**src/rtl/cdb_wb_arbiter_if.sv**
```systemverilog
// Writeback request/broadcast bundle between the functional units and the CDB arbiter.
// master = functional-unit/consumer side, slave = arbiter side.
interface cdb_wb_arbiter_if #(
    parameter int NUM_UNITS = 4,
    parameter int DATA_W    = 32,
    parameter int ROB_IDX_W = 5
);
    localparam int UNIT_W = (NUM_UNITS > 1) ? $clog2(NUM_UNITS) : 1;

    logic [NUM_UNITS-1:0]           req_valid;
    logic [NUM_UNITS-1:0]           req_ready;
    logic [NUM_UNITS*DATA_W-1:0]    req_data;
    logic [NUM_UNITS*ROB_IDX_W-1:0] req_rob_idx;
    logic [NUM_UNITS*5-1:0]         req_rd_addr;
    logic [NUM_UNITS-1:0]           req_br_en;
    logic [NUM_UNITS*DATA_W-1:0]    req_pc_new;

    logic                           cdb_valid;
    logic [UNIT_W-1:0]              cdb_unit;
    logic [DATA_W-1:0]              cdb_data;
    logic [ROB_IDX_W-1:0]           cdb_rob_idx;
    logic [4:0]                     cdb_rd_addr;
    logic                           cdb_br_en;
    logic [DATA_W-1:0]              cdb_pc_new;

    modport master (
        output req_valid, req_data, req_rob_idx, req_rd_addr, req_br_en, req_pc_new,
        input  req_ready,
        input  cdb_valid, cdb_unit, cdb_data, cdb_rob_idx, cdb_rd_addr, cdb_br_en, cdb_pc_new
    );

    modport slave (
        input  req_valid, req_data, req_rob_idx, req_rd_addr, req_br_en, req_pc_new,
        output req_ready,
        output cdb_valid, cdb_unit, cdb_data, cdb_rob_idx, cdb_rd_addr, cdb_br_en, cdb_pc_new
    );
endinterface

```
**src/rtl/cdb_wb_arbiter.sv**
```systemverilog
// Round-robin CDB writeback arbiter: one-entry slot per unit, one registered broadcast per cycle, 1 cycle slot->CDB.
// Backpressure: req_ready drops while a slot is full and not granted, and for the whole flush cycle.
module cdb_wb_arbiter #(
    parameter int NUM_UNITS = 4,
    parameter int DATA_W    = 32,
    parameter int ROB_IDX_W = 5
) (
    input  logic               clk,
    input  logic               rst_n,
    input  logic               flush,
    cdb_wb_arbiter_if.slave    bus
);
    localparam int UNIT_W = (NUM_UNITS > 1) ? $clog2(NUM_UNITS) : 1;

    typedef struct packed {
        logic [DATA_W-1:0]    data;
        logic [ROB_IDX_W-1:0] rob_idx;
        logic [4:0]           rd_addr;
        logic                 br_en;
        logic [DATA_W-1:0]    pc_new;
    } wb_res_t;

    wb_res_t              slot_d [NUM_UNITS];
    wb_res_t              slot_q [NUM_UNITS];
    logic [NUM_UNITS-1:0] full_q;
    logic [UNIT_W-1:0]    rr_q;

    logic [NUM_UNITS-1:0] grant;
    logic                 grant_vld;
    logic [UNIT_W-1:0]    winner;
    logic [NUM_UNITS-1:0] ready;
    logic [NUM_UNITS-1:0] accept;

    logic                 cdb_valid_q;
    logic [UNIT_W-1:0]    cdb_unit_q;
    wb_res_t              cdb_q;

    function automatic logic [UNIT_W-1:0] wrap_idx(input logic [UNIT_W-1:0] base, input int off);
        int s;
        s = int'(base) + off;
        if (s >= NUM_UNITS) s = s - NUM_UNITS;
        return UNIT_W'(s);
    endfunction

    for (genvar g = 0; g < NUM_UNITS; g++) begin : g_unpack
        assign slot_d[g] = {bus.req_data[g*DATA_W +: DATA_W],
                            bus.req_rob_idx[g*ROB_IDX_W +: ROB_IDX_W],
                            bus.req_rd_addr[g*5 +: 5],
                            bus.req_br_en[g],
                            bus.req_pc_new[g*DATA_W +: DATA_W]};
    end

    // Winner depends only on occupancy and rr pointer, so a unit's valid never affects who wins.
    always_comb begin
        grant     = '0;
        grant_vld = 1'b0;
        winner    = '0;
        for (int k = 0; k < NUM_UNITS; k++) begin
            if (!grant_vld && full_q[wrap_idx(rr_q, k)]) begin
                grant_vld = 1'b1;
                winner    = wrap_idx(rr_q, k);
            end
        end
        if (grant_vld) grant[winner] = 1'b1;
    end

    // A granted slot may be refilled in the same cycle, giving back-to-back streaming.
    assign ready         = flush ? '0 : (~full_q | grant);
    assign accept        = bus.req_valid & ready;
    assign bus.req_ready = ready;

    always_ff @(posedge clk or negedge rst_n) begin
        if (!rst_n) begin
            full_q      <= '0;
            rr_q        <= '0;
            cdb_valid_q <= 1'b0;
            cdb_unit_q  <= '0;
            cdb_q       <= '0;
            for (int i = 0; i < NUM_UNITS; i++) slot_q[i] <= '0;
        end else if (flush) begin
            full_q      <= '0;
            rr_q        <= '0;
            cdb_valid_q <= 1'b0;
        end else begin
            cdb_valid_q <= grant_vld;
            if (grant_vld) begin
                cdb_q      <= slot_q[winner];
                cdb_unit_q <= winner;
                rr_q       <= wrap_idx(winner, 1);
            end
            for (int i = 0; i < NUM_UNITS; i++) begin
                if (accept[i]) begin
                    slot_q[i] <= slot_d[i];
                    full_q[i] <= 1'b1;
                end else if (grant[i]) begin
                    full_q[i] <= 1'b0;
                end
            end
        end
    end

    assign bus.cdb_valid   = cdb_valid_q;
    assign bus.cdb_unit    = cdb_unit_q;
    assign bus.cdb_data    = cdb_q.data;
    assign bus.cdb_rob_idx = cdb_q.rob_idx;
    assign bus.cdb_rd_addr = cdb_q.rd_addr;
    assign bus.cdb_br_en   = cdb_q.br_en;
    assign bus.cdb_pc_new  = cdb_q.pc_new;
endmodule

```
**src/flat_wrapper.sv**
```systemverilog
// flat-port wrapper written by rule: the top's interface ports become plain ports
module cdb_wb_arbiter_flat 
#(
    parameter int NUM_UNITS = 4,
    parameter int DATA_W    = 32,
    parameter int ROB_IDX_W = 5
)
  (clk, rst_n, flush, bus_req_valid, bus_req_data, bus_req_rob_idx, bus_req_rd_addr, bus_req_br_en, bus_req_pc_new, bus_req_ready, bus_cdb_valid, bus_cdb_unit, bus_cdb_data, bus_cdb_rob_idx, bus_cdb_rd_addr, bus_cdb_br_en, bus_cdb_pc_new);
  cdb_wb_arbiter_if #(.NUM_UNITS(NUM_UNITS), .DATA_W(DATA_W), .ROB_IDX_W(ROB_IDX_W)) bus_i ();
  input  logic clk;
  input  logic rst_n;
  input  logic flush;
  input wire logic [$bits(bus_i.req_valid)-1:0] bus_req_valid;
  input wire logic [$bits(bus_i.req_data)-1:0] bus_req_data;
  input wire logic [$bits(bus_i.req_rob_idx)-1:0] bus_req_rob_idx;
  input wire logic [$bits(bus_i.req_rd_addr)-1:0] bus_req_rd_addr;
  input wire logic [$bits(bus_i.req_br_en)-1:0] bus_req_br_en;
  input wire logic [$bits(bus_i.req_pc_new)-1:0] bus_req_pc_new;
  output wire logic [$bits(bus_i.req_ready)-1:0] bus_req_ready;
  output wire logic [$bits(bus_i.cdb_valid)-1:0] bus_cdb_valid;
  output wire logic [$bits(bus_i.cdb_unit)-1:0] bus_cdb_unit;
  output wire logic [$bits(bus_i.cdb_data)-1:0] bus_cdb_data;
  output wire logic [$bits(bus_i.cdb_rob_idx)-1:0] bus_cdb_rob_idx;
  output wire logic [$bits(bus_i.cdb_rd_addr)-1:0] bus_cdb_rd_addr;
  output wire logic [$bits(bus_i.cdb_br_en)-1:0] bus_cdb_br_en;
  output wire logic [$bits(bus_i.cdb_pc_new)-1:0] bus_cdb_pc_new;
  assign bus_i.req_valid = bus_req_valid;
  assign bus_i.req_data = bus_req_data;
  assign bus_i.req_rob_idx = bus_req_rob_idx;
  assign bus_i.req_rd_addr = bus_req_rd_addr;
  assign bus_i.req_br_en = bus_req_br_en;
  assign bus_i.req_pc_new = bus_req_pc_new;
  assign bus_req_ready = bus_i.req_ready;
  assign bus_cdb_valid = bus_i.cdb_valid;
  assign bus_cdb_unit = bus_i.cdb_unit;
  assign bus_cdb_data = bus_i.cdb_data;
  assign bus_cdb_rob_idx = bus_i.cdb_rob_idx;
  assign bus_cdb_rd_addr = bus_i.cdb_rd_addr;
  assign bus_cdb_br_en = bus_i.cdb_br_en;
  assign bus_cdb_pc_new = bus_i.cdb_pc_new;
  cdb_wb_arbiter #(.NUM_UNITS(NUM_UNITS), .DATA_W(DATA_W), .ROB_IDX_W(ROB_IDX_W)) u_core (.clk(clk), .rst_n(rst_n), .flush(flush), .bus(bus_i));
endmodule
```
**config.mk**
```make
export PLATFORM = sky130hd
export DESIGN_NAME = cdb_wb_arbiter_flat
export DESIGN_NICKNAME = d
export VERILOG_FILES = /design/src/rtl/cdb_wb_arbiter_if.sv /design/src/rtl/cdb_wb_arbiter.sv /design/src/flat_wrapper.sv
export SDC_FILE = /design/constraint.sdc
export NUM_CORES = 1
export LEC_CHECK = 0
export ABC_AREA = 1
export CAP_MARGIN = 10
export CORE_MARGIN = 5
export CORE_UTILIZATION = 40
export DETAILED_ROUTE_END_ITERATION = 8
export PLACE_DENSITY_LB_ADDON = 0.08
export SKIP_LAST_GASP = 1
export SYNTH_ARGS = -nofsm -noshare
export SYNTH_HDL_FRONTEND = slang
export SYNTH_SLANG_ARGS = --single-unit
```
**constraint.sdc**
```tcl
create_clock -name clk -period 1.9 [get_ports clk]
set_input_delay 0.19 -clock clk [delete_from_list [all_inputs] [get_ports clk]]
set_output_delay 0.19 -clock clk [all_outputs]
set_load 0.1 [all_outputs]
```
==> Yosys cells after proc, flatten, opt, wreduce, memory -nomap -nowiden <==
Index checks and enable logic that the tools add are counted.
{ "word_totals": {"ff_bits": 384, "romBits": 0, "n_memories": 0, "output_inout_bits": 82, "ram_bits": 0, "latch_bits": 0, "word_cells": 115, "input_bits": 307} }
{ "classes": {"n_shift": 0, "add_sub_neg": 9, "n_mux": 40, "n_eq_ne": 0, "magnitude_cmp": 12, "mul": 0, "bitwise": 5, "n_div": 0, "reduce_logical": 17} }
{ "ops": {"columns": ["operator", "n"], "rows": [
  ["binary-select mux 75 bit (select 2 bit)", 1],
  ["2-to-1 mux 75 bit", 2],
  ["2-to-1 mux 2 bit", 11],
  ["2-to-1 mux 1 bit", 18],
  [">= comparator 3 bit (second input constant)", 5],
  ["< comparator 2 x 3 -> 1 bit (second input constant)", 5],
  ["2-to-1 mux 4 bit", 3],
  ["nonzero test 3 bit", 4],
  ["AND reduction 2 bit", 5],
  ["subtractor 2 x 1 -> 2 bit (second input constant)", 5],
  ["binary-select mux 1 bit (select 2 bit)", 4],
  ["adder 2 x 1 -> 3 bit (second input constant)", 2],
  ["adder 2 x 2 -> 3 bit (second input constant)", 2],
  ["bitwise AND 4 bit", 1],
  ["logical AND 1 bit", 4],
  ["NOT 4 bit", 1],
  ["bitwise OR 4 bit", 1],
  [">= comparator 2 x 3 -> 1 bit (second input constant)", 1],
  ["logical NOT 1 bit", 3],
  ["NOT 2 -> 3 bit", 1],
  ["demux 1 bit (select 2 bit)", 1],
  [">= comparator 2 x 1 -> 1 bit (second input constant)", 1],
  ["nonzero test 2 bit", 1],
  ["NOT 1 bit", 1]
]} }

==> Longest topological paths before layout <==
Gate-level depths: netlist of the first run.
{ "depth": {"ltp_word": 24, "ltp_mapped": 19, "depth_no_buf": 16} }

==> Worst setup path before layout of the first run <==
OpenSTA, ideal clock, no wires.
{ "synth_path": {"path_type": "register to output", "start": "register u_core.rr_q[0]", "end": "output port bus_req_ready[2]", "arrival_ns": 2.830, "slack_ns": -1.120, "required_time_ns": 1.710, "path_buffers": 1, "stages_incl_launch_ff": 13, "path_cell_list": "dfrtp_1 buf_4 inv_4 nand2_1 nand2_2 nand2_1 nand2_1 nand3_1 nor2_1 nor2_4 inv_2 nand2_1 a21oi_1"} }
{ "synth_between": {"elab_chain_len": 21, "word_cells_on_any_way": 45, "classes_between": "add/sub: 7; order compare: 6; mux: 24; bitwise: 1; reduce/logical: 7"} }
{ "synth_lines": {"columns": ["item", "line", "source"], "rows": [
  ["start: declaration", "cdb_wb_arbiter.sv:26", "logic [UNIT_W-1:0] rr_q;"],
  ["start signal: assignment", "cdb_wb_arbiter.sv:89", "rr_q <= wrap_idx(winner, 1);"],
  ["branches (longest 18 deep; another with adder 2 x 1 -> 3 bit)", null, null],
  ["2-to-1 mux 4 bit *", "cdb_wb_arbiter.sv:64", "if (grant_vld) grant[winner] = 1'b1;"],
  ["bitwise OR 4 bit *", "cdb_wb_arbiter.sv:68", "assign ready = flush ? '0 : (~full_q | grant);"],
  ["2-to-1 mux 4 bit *", "cdb_wb_arbiter.sv:68", null],
  ["end: declaration", "flat_wrapper.sv:19", "output wire logic [$bits(bus_i.req_ready)-1:0] bus_req_ready;"]
]} }
Every way passes the cells marked *. The select of a mux whose other input is x is not followed.

==> Final worst setup path of the first run <==
{ "layout_path": {"start": "register u_core.rr_q[0]", "end": "output port bus_req_ready[0]"} }
Same word-level chain as after synthesis.

==> impl_metrics.json, run 1 <==
{
  "vias": 19695,
  "clk_pin_slew_ps": 60,
  "endpoint_kind": "primary output",
  "drv_slew": 0,
  "worst_slew_pin_slew_ps": 466,
  "antenna_found_initial": 7,
  "hpwl_um": 47000,
  "synth_cell_types": 26,
  "grt_max_degree": 81,
  "start_util_pct": 40.2,
  "power_mw": 55.2,
  "clock_latency_ps": 580,
  "final_cell_mix": "nand2_1, dfrtp_1, clkdlybuf4s50_1",
  "stdcell_area_um2": 28100,
  "final_common_cell": "nand2_1",
  "crit_type": "reg2out",
  "firstDrtPassIters": 6,
  "utilization_pct": 60.7,
  "final_cells": 3597,
  "grt_pass1_vias": 19344,
  "synth_area_um2": 18600,
  "area_growth_syn_to_layout_pct": 51.1,
  "syn_inst": 2480,
  "dpl_cell_area_um2": 23900,
  "place_ws_ps": -595,
  "cts_tree": "done",
  "hold_violations": 0,
  "maxCapViolations": 0,
  "route.detailed.drc": 0,
  "die_area_um2": 50900,
  "wl_per_cell_um": 22.7,
  "hold_path_class": "in2reg",
  "path_max_fanout": 7,
  "drive_gt1_share_pct": 18.9,
  "whs_ps": 39.8,
  "yosys_warnings": 0,
  "seq_area_frac_synth_pct": 51.7,
  "avgSynthCellArea_um2": 7.49,
  "fin_ws_ps": -974,
  "ir_worst_vdd_v": 0.00146,
  "rsz0062_at_grt": "true",
  "cts_root_buffer": "clkbuf_16",
  "min_period_ps": 2870,
  "htree_num_levels": 2,
  "slew-limit-headroom_pct": 68.9,
  "outcome": "finished, violations left",
  "num_rows": 79,
  "clock-sinks": 384,
  "place.gp.congestion": 0.856,
  "ant_nets": 0,
  "nFillCells": 4118,
  "p_leak_nw": 14.6,
  "skew_ps": 14.4,
  "die_h_um": 226,
  "setup_viol_count_final": 388,
  "nets": 3261,
  "min_from": "bus_req_valid[1]",
  "vias_per_cell": 5.48,
  "port_buffers": 388,
  "critPathArrivalTime_ps": 2680,
  "worstSetupStartpoint": "u_core.rr_q[0]",
  "ys_ff_latch": 384,
  "violations": "negative setup slack",
  "place_inst": 3408,
  "p_per_area_nw_per_um2": 1970,
  "clock.fmax_mhz": 348,
  "drtIter0Drc": 2063,
  "clock_path_buffers": 3,
  "synth_nets": 2787,
  "crit_path_start_kind": "flip-flop",
  "tns_ps": -243020,
  "r2r_start": "u_core.rr_q[0]",
  "drt-total-wl_um": 81600,
  "overflow": 0,
  "numCtsBuffers": 44,
  "ios": 389,
  "fin_crit_sh_pct": 151,
  "core_region_area_um2": 46300,
  "grt_pass1_wl_um": 118000,
  "cp_data_required_time_ps": 1710,
  "dieWidth_um": 226,
  "grt_use_total_pct": 30.0
}
==> where the power goes <==
group | total, mW | switching (mW) | leakage [nW] | internal [mW]
sequential | 13.6 | 2.14 | 4.80 | 11.4
clock | 8.33 | 3.47 | 0.688 | 4.86
combinational | 33.3 | 20.9 | 9.12 | 12.4
total | 55.2 | 26.5 | 14.6 | 28.7
==> final timing paths <==
path / to / slack [ps] / cells after the start
min in group asynchronous: u_core.bus.cdb_pc_new[21] / 100 / 2
max in group asynchronous: u_core.slot_q[197] / 980 / 4
worst max-delay path: bus_req_ready[0] / -970 / 11
worst min register to register: u_core.slot_q[87] / 470 / 2
worst min-delay path: u_core.full_q[1] / 40 / 3
worst max register to register: u_core.slot_q[46] / -800 / 17
==> critical path, stage by stage (launching register included) <==
cell      delay [ps]
dfrtp_2          460
clkinv_4         150
buf_4            170
nand2_1           50
nand2_1           70
a31oi_2          180
nand2_1          130
nor2_4           200
nand4_1          180
buf_4            190
a21oi_4          130
buf_12           190
==> per-layer routing <==
metal | share of wire (%) | vias up | global-route usage [%]
met2 | 46 | 971 | 47.4
met4 | 3.7 | 0 | 11.2
met1 | 42 | 9622 | 41.8
met5 | 0 | - | 0
met3 | 8.2 | 175 | 5.12
li1 | - | 8927 | -
==> flip-flops by register name (all words and copies together) (netlist names) <==
name,cells
u_core.bus.cdb_rob_idx,5
u_core.bus.cdb_pc_new,32
u_core.full_q,4
u_core.bus.cdb_br_en,1
u_core.bus.cdb_rd_addr,5
u_core.slot_q,300
u_core.bus.cdb_valid,1
u_core.bus.cdb_data,32
u_core.rr_q,2
u_core.bus.cdb_unit,2
==> synth_stat cells <==
cell / instances / area [µm²]
nand4_1: 152 / 951
buf_1: 15 / 56.3
a31oi_1: 2 / 12.5
o22ai_1: 1 / 6.26
nand2_4: 1 / 11.3
nor2_4: 1 / 11.3
clkbuf_1: 89 / 334
nand2_2: 6 / 37.5
a21oi_4: 1 / 16.3
buf_6: 11 / 124
nand2_1: 1390 / 5220
inv_4: 1 / 6.26
o21ai_0: 3 / 15.0
inv_2: 3 / 11.3
a21oi_1: 6 / 30.0
inv_1: 15 / 56.3
nand3_2: 1 / 10.0
a21oi_2: 1 / 8.76
a21boi_2: 1 / 11.3
nor2_2: 1 / 6.26
buf_4: 24 / 180
buf_2: 60 / 300
nor2_1: 2 / 7.51
o21ai_1: 1 / 5.00
nand3_1: 308 / 1540
dfrtp_1: 384 / 9610
==> logic make-up (layout without fill, tap and decap cells) <==
logic type      count (synthesis)  in the layout  share of synthesized area, %
buf+inv                       218            721                          5.75
flops                         384            384                          51.7
other cells                     0              7                             0
compound gates                 16             16                         0.566
simple gates                 1862           1862                          42.0
==> area by class of cell <==
type                       count  area (µm²)  area share, %
clock buffer                  70        1360           4.85
timing repair buffer         627        7550           26.9
antenna                        7        17.5         0.0624
multi-input combinational   1878        8660           30.9
sequential                   384        9610           34.2
clock inverter                 5        25.0         0.0892
inverter                      19        87.6          0.312
tap                          607         759           2.71
==> what timing repair did <==
item	CTS	global route
pin swaps	37	56
hold buffers	3	0
endpoints found under the hold margin	289	0
cloned	32	20
gates resized for setup	185	92
endpoints found under the setup margin	388	388
setup buffers	41	26
Power figures use the tool's default switching activity.
==> run 2: changes to the inputs <==
- CORE_MARGIN: 5 -> default
==> impl_metrics.json, run 2 (synthesized netlist as in run 1, its figures left out) <==
{
  "outcome": "finished, violations left",
  "violations": "negative setup slack",
  "hpwl_um": 45000,
  "rsz0062_at_grt": "true",
  "dieWidth_um": 218,
  "skew_ps": 9.57,
  "die_h_um": 218,
  "fin_ws_ps": -814,
  "vias_per_cell": 5.34,
  "slew-limit-headroom_pct": 62.2,
  "drt-total-wl_um": 72400,
  "multi_input_area_um2": 8190,
  "numCtsBuffers": 43,
  "num_rows": 78,
  "r2r_start": "u_core.rr_q[0]",
  "cp_data_required_time_ps": 1710,
  "final_cell_mix": "nand2_1, dfrtp_1, nand3_1",
  "grt_pass1_vias": 18552,
  "crit_slowest_cell": "dfrtp_2",
  "final_common_cell": "nand2_1",
  "die_area_um2": 47300,
  "largest_register_ffs": 300,
  "largest_register": "u_core.slot_q",
  "grt_max_degree": 83,
  "ir_worst_vdd_v": 0.00120,
  "core_region_area_um2": 45600,
  "clock_path_buffers": 3,
  "hold_violations": 0,
  "clock_latency_ps": 560,
  "drive_gt1_share_pct": 13.4,
  "overflow": 0,
  "crit_path_start_kind": "flip-flop",
  "min_period_ps": 2710,
  "holdPathEnd": "u_core.slot_q[47]",
  "crit_path_frequent_cell": "nand2_4",
  "rr_worst_depth": 19,
  "worst_slew_pin_slew_ps": 567,
  "p_leak_nw": 13.8,
  "drtIter0Drc": 1987,
  "fin_crit_sh_pct": 143,
  "ios": 389,
  "nFillCells": 4239,
  "clock-sinks": 384,
  "wl_per_cell_um": 20.6,
  "cts_tree": "done",
  "ff_latch_area_um2": 9610,
  "reg2reg_to": "u_core.bus.cdb_data[16]",
  "path_cells": "buf_6, nand2_2, nand2_1, nand2_2, nand2_4, nand2_2, nand2_4, nor2_4, nand2_4, nand2_8, nand2_4, a21oi_4, buf_12, buf_12",
  "endpoint_kind": "primary output",
  "worst-path-buf-inv": 3,
  "r2r_slack_ps": -630,
  "antennaDiodeCount": 0,
  "p_per_area_nw_per_um2": 1950,
  "grt_pass1_wl_um": 109000,
  "hold_path_class": "in2reg",
  "power_mw": 51.0,
  "start_util_pct": 40.8,
  "ant_nets": 0,
  "nets": 3194,
  "clk_pin_slew_ps": 60,
  "route.detailed.drc": 0,
  "firstDrtPassIters": 8,
  "maxCapViolations": 0,
  "area_growth_syn_to_layout_pct": 40.7,
  "drv_slew": 0,
  "setup_viol_count_final": 386,
  "critPathArrivalTime_ps": 2520,
  "htree_num_levels": 2,
  "crit_family": "simple AND/OR/NAND/NOR gates",
  "antenna_found_initial": 0,
  "clock.fmax_mhz": 368,
  "path_max_fanout": 6,
  "cpPeakStageDelay_ps": 470,
  "min_from": "bus_req_valid[3]",
  "port_buffers": 388,
  "vias": 18794,
  "utilization_pct": 57.3,
  "crit_type": "reg2out",
  "grt_use_total_pct": 30.0,
  "cts_root_buffer": "clkbuf_16",
  "place.gp.congestion": 0.857,
  "worstHoldPathCells": 3
}
## run 2: what timing repair did
item	in CTS	in global routing
endpoints found under the hold margin	127	0
cloned	7	4
buffers inserted	24	19
hold buffers	1	0
gates resized for setup	27	32
pin swaps	18	18
endpoints found under the setup margin	388	388
## run 2: layout make-up
type | instances | share of cell area (%)
clock buffers | 67 | 5.24
multi-input cells | 1878 | 31.3
flip-flops and latches | 384 | 36.8
repair buffers | 561 | 23.1
well taps | 600 | 2.87
clock inverters | 11 | 0.306
inverters | 19 | 0.326
## run 2: how the worst max path moves through the flow
stage                    from          endpoint  slack, ps  cells after the start
6_report       u_core.rr_q[0]  bus_req_ready[3]       -810                     14
5_1_grt        u_core.rr_q[0]  bus_req_ready[0]       -910                     13
4_1_cts        u_core.rr_q[0]  bus_req_ready[3]       -800                     13
3_5_place_dp   u_core.rr_q[0]  bus_req_ready[1]       -540                     14
3_3_place_gp   u_core.rr_q[0]  bus_req_ready[1]       -500                     14
2_1_floorplan  u_core.rr_q[0]  bus_req_ready[2]       -180                     12
## run 2: metal layers
layer | track usage, % | wire, µm | vias up
met2 | 48.3 | 34300 | 877
met3 | 4.92 | 5560 | 116
met1 | 41.2 | 30700 | 9037
met5 | 0 | 0 | -
li1 | - | - | 8764
met4 | 9.55 | 1900 | 0
## run 2: worst register-to-register path, cell delays in order, from the launching register on
cell	delay, ps
dfrtp_2	470
buf_6	150
nand2_2	70
nand2_1	70
nand2_2	80
nand2_4	70
nand2_2	90
nand2_4	80
nor2_4	160
nand2_4	90
buf_4	130
buf_4	130
buf_12	150
buf_12	180
nand3_1	100
nand2_1	60
nand2_1	50
nand2_1	50
nand2_1	120
nand2_1	80
## run 2: power breakdown
group	total [mW]	switching (mW)	internal, mW
clock network	8.49	3.42	5.07
logic	29.2	19.1	10.1
registers	13.3	1.89	11.4
total	51.0	24.4	26.6
## run 2: metrics by stage
stage	setup slack, ps	setup TNS [ps]	area [µm²]	hold slack, ps	instances
after floorplan	-180	-34470	18700	-106	2480
after global placement	-504	-167910	23800	159	3388
after detailed placement	-543	-171650	23800	158	3388
after CTS	-802	-166260	25800	8.86	3498
after global routing	-911	-235820	26100	34.9	3520
final	-814	-191770	26100	40.7	3520
==> run 3: changes to the inputs <==
- CORE_UTILIZATION: 40 -> 35
- PLACE_DENSITY: default -> 0.58
- PLACE_DENSITY_LB_ADDON: 0.08 -> default
==> impl_metrics.json, run 3 (synthesized netlist as in run 1, its figures left out) <==
{
  "start_util_pct": 35.3,
  "slew-limit-headroom_pct": 64.6,
  "clock.fmax_mhz": 369,
  "antenna_found_initial": 3,
  "clk_pin_slew_ps": 60,
  "grt_pass1_vias": 18805,
  "hpwl_um": 46900,
  "ios": 389,
  "p_per_area_nw_per_um2": 1960,
  "place_ws_ps": -493,
  "numCtsBuffers": 46,
  "drt-total-wl_um": 71000,
  "final_common_cell": "nand2_1",
  "nets": 3202,
  "wl_per_cell_um": 19.6,
  "cts_tree": "done",
  "num_rows": 84,
  "htree_num_levels": 2,
  "power_mw": 52.3,
  "hold_violations": 0,
  "firstDrtPassIters": 6,
  "outcome": "finished, violations left",
  "cts_root_buffer": "clkbuf_16",
  "rsz0062_at_grt": "true",
  "worst_slew_pin_slew_ps": 532,
  "grt_max_degree": 61,
  "maxCapViolations": 0,
  "skew_ps": 27.5,
  "area_growth_syn_to_layout_pct": 44.0,
  "path_max_fanout": 8,
  "ir_worst_vdd_v": 0.00120,
  "vias_per_cell": 5.15,
  "crit_type": "reg2out",
  "ant_nets": 0,
  "drv_slew": 0,
  "critPathArrivalTime_ps": 2520,
  "cp_data_required_time_ps": 1710,
  "utilization_pct": 50.9,
  "drive_gt1_share_pct": 13.5,
  "path_cells": "inv_6, nand2_2, nand2_2, nor2_1, inv_1, nor2_4, nor2_4, buf_6, clkinv_4, nand2_4, a21oi_4, buf_12, buf_12",
  "endpoint_kind": "primary output",
  "dieWidth_um": 232,
  "port_buffers": 388,
  "clock_latency_ps": 580,
  "nFillCells": 4978,
  "final_cell_mix": "nand2_1, dfrtp_1, clkdlybuf4s50_1",
  "fin_crit_sh_pct": 143,
  "hold_path_class": "in2reg",
  "setup_viol_count_final": 386,
  "grt_use_total_pct": 26.2,
  "crit_slowest_cell": "dfrtp_2",
  "route.detailed.drc": 0,
  "vias": 18670,
  "fin_ws_ps": -812,
  "core_region_area_um2": 52600,
  "multi_input_area_um2": 8150,
  "die_h_um": 232,
  "p_leak_nw": 14.1,
  "min_period_ps": 2710,
  "largest_register": "u_core.slot_q",
  "cpPeakStageDelay_ps": 480,
  "clock-sinks": 384,
  "largest_register_ffs": 300,
  "drtIter0Drc": 1835,
  "ff_latch_area_um2": 9610,
  "grt_pass1_wl_um": 108000,
  "violations": "negative setup slack",
  "overflow": 0,
  "place_inst": 3495,
  "whs_ps": 51.2,
  "crit_path_start_kind": "flip-flop",
  "place.gp.congestion": 0.879,
  "die_area_um2": 54000,
  "final_cells": 3622,
  "clock_path_buffers": 3
}
==> run 3: changes by cell type in the layout (fill, tap and decap cells not counted), sizes merged <==
cell / previous run / this run
buf: 251 / 255
bufbuf: 4 / 8
bufinv: 1 / 9
clkbuf: 71 / 63
clkinvlp: 0 / 2
diode: 0 / 2
inv: 17 / 19
==> run 3: path summary, 6_finish.rpt <==
path | depth (start not counted) | end | slack, ps | start
min | 3 | u_core.full_q[3] | 50 | bus_req_valid[3]
max | 13 | bus_req_ready[3] | -810 | u_core.rr_q[0]
min in group asynchronous | 2 | u_core.slot_q[217] | 140 | rst_n
max reg2reg | 17 | u_core.slot_q[191] | -510 | u_core.rr_q[0]
max in group asynchronous | 3 | u_core.bus.cdb_data[8] | 1010 | rst_n
min reg2reg | 2 | u_core.slot_q[83] | 470 | u_core.slot_q[83]
==> run 3: layout make-up <==
cell class / instances / area share (%)
clock buffer: 62 / 5.02
sequential: 384 / 35.9
antenna: 2 / 0.0187
tap: 688 / 3.22
timing repair buffer: 566 / 23.7
multi-input combinational: 1878 / 30.5
clock inverter: 23 / 1.32
inverter: 19 / 0.337
==> run 3: metal layers <==
metal | wire length (µm) | up-vias | track usage, %
met2 | 32900 | 756 | 41.7
li1 | - | 8800 | -
met1 | 30800 | 8973 | 35.8
met5 | 12 | - | 0
met4 | 2280 | 2 | 8.92
met3 | 5080 | 139 | 4.55
==> run 3: per-stage QoR <==
stage               instance area (µm²)  TNS, ps
finish                            26800  -149490
global route                      26800  -204640
CTS                               26700  -141240
detailed placement                24200  -153340
global placement                  24200  -150980
floorplan                         18700   -34470
==> run 3: repair_timing <==
action,4_1_cts,5_1_grt
hold buffers,1,0
endpoints found under the setup margin,388,388
hold endpoints to repair,224,0
buffers inserted,24,3
pin swaps,18,2
cloned,11,1
gates resized for setup,61,0
==> run 3: where the power goes <==
part	switching, mW	internal, mW	total, mW
Clock	3.67	6.18	9.85
Sequential	1.96	11.4	13.4
Combinational	18.8	10.3	29.1
Total	24.5	27.9	52.3
==> run 3: worst max-delay path, delay by kind of cell, from the launching register on <==
family	cells	cell delay, ps
buf+inv	6	680
simple gates	6	600
flops	1	480
compound gates	1	180
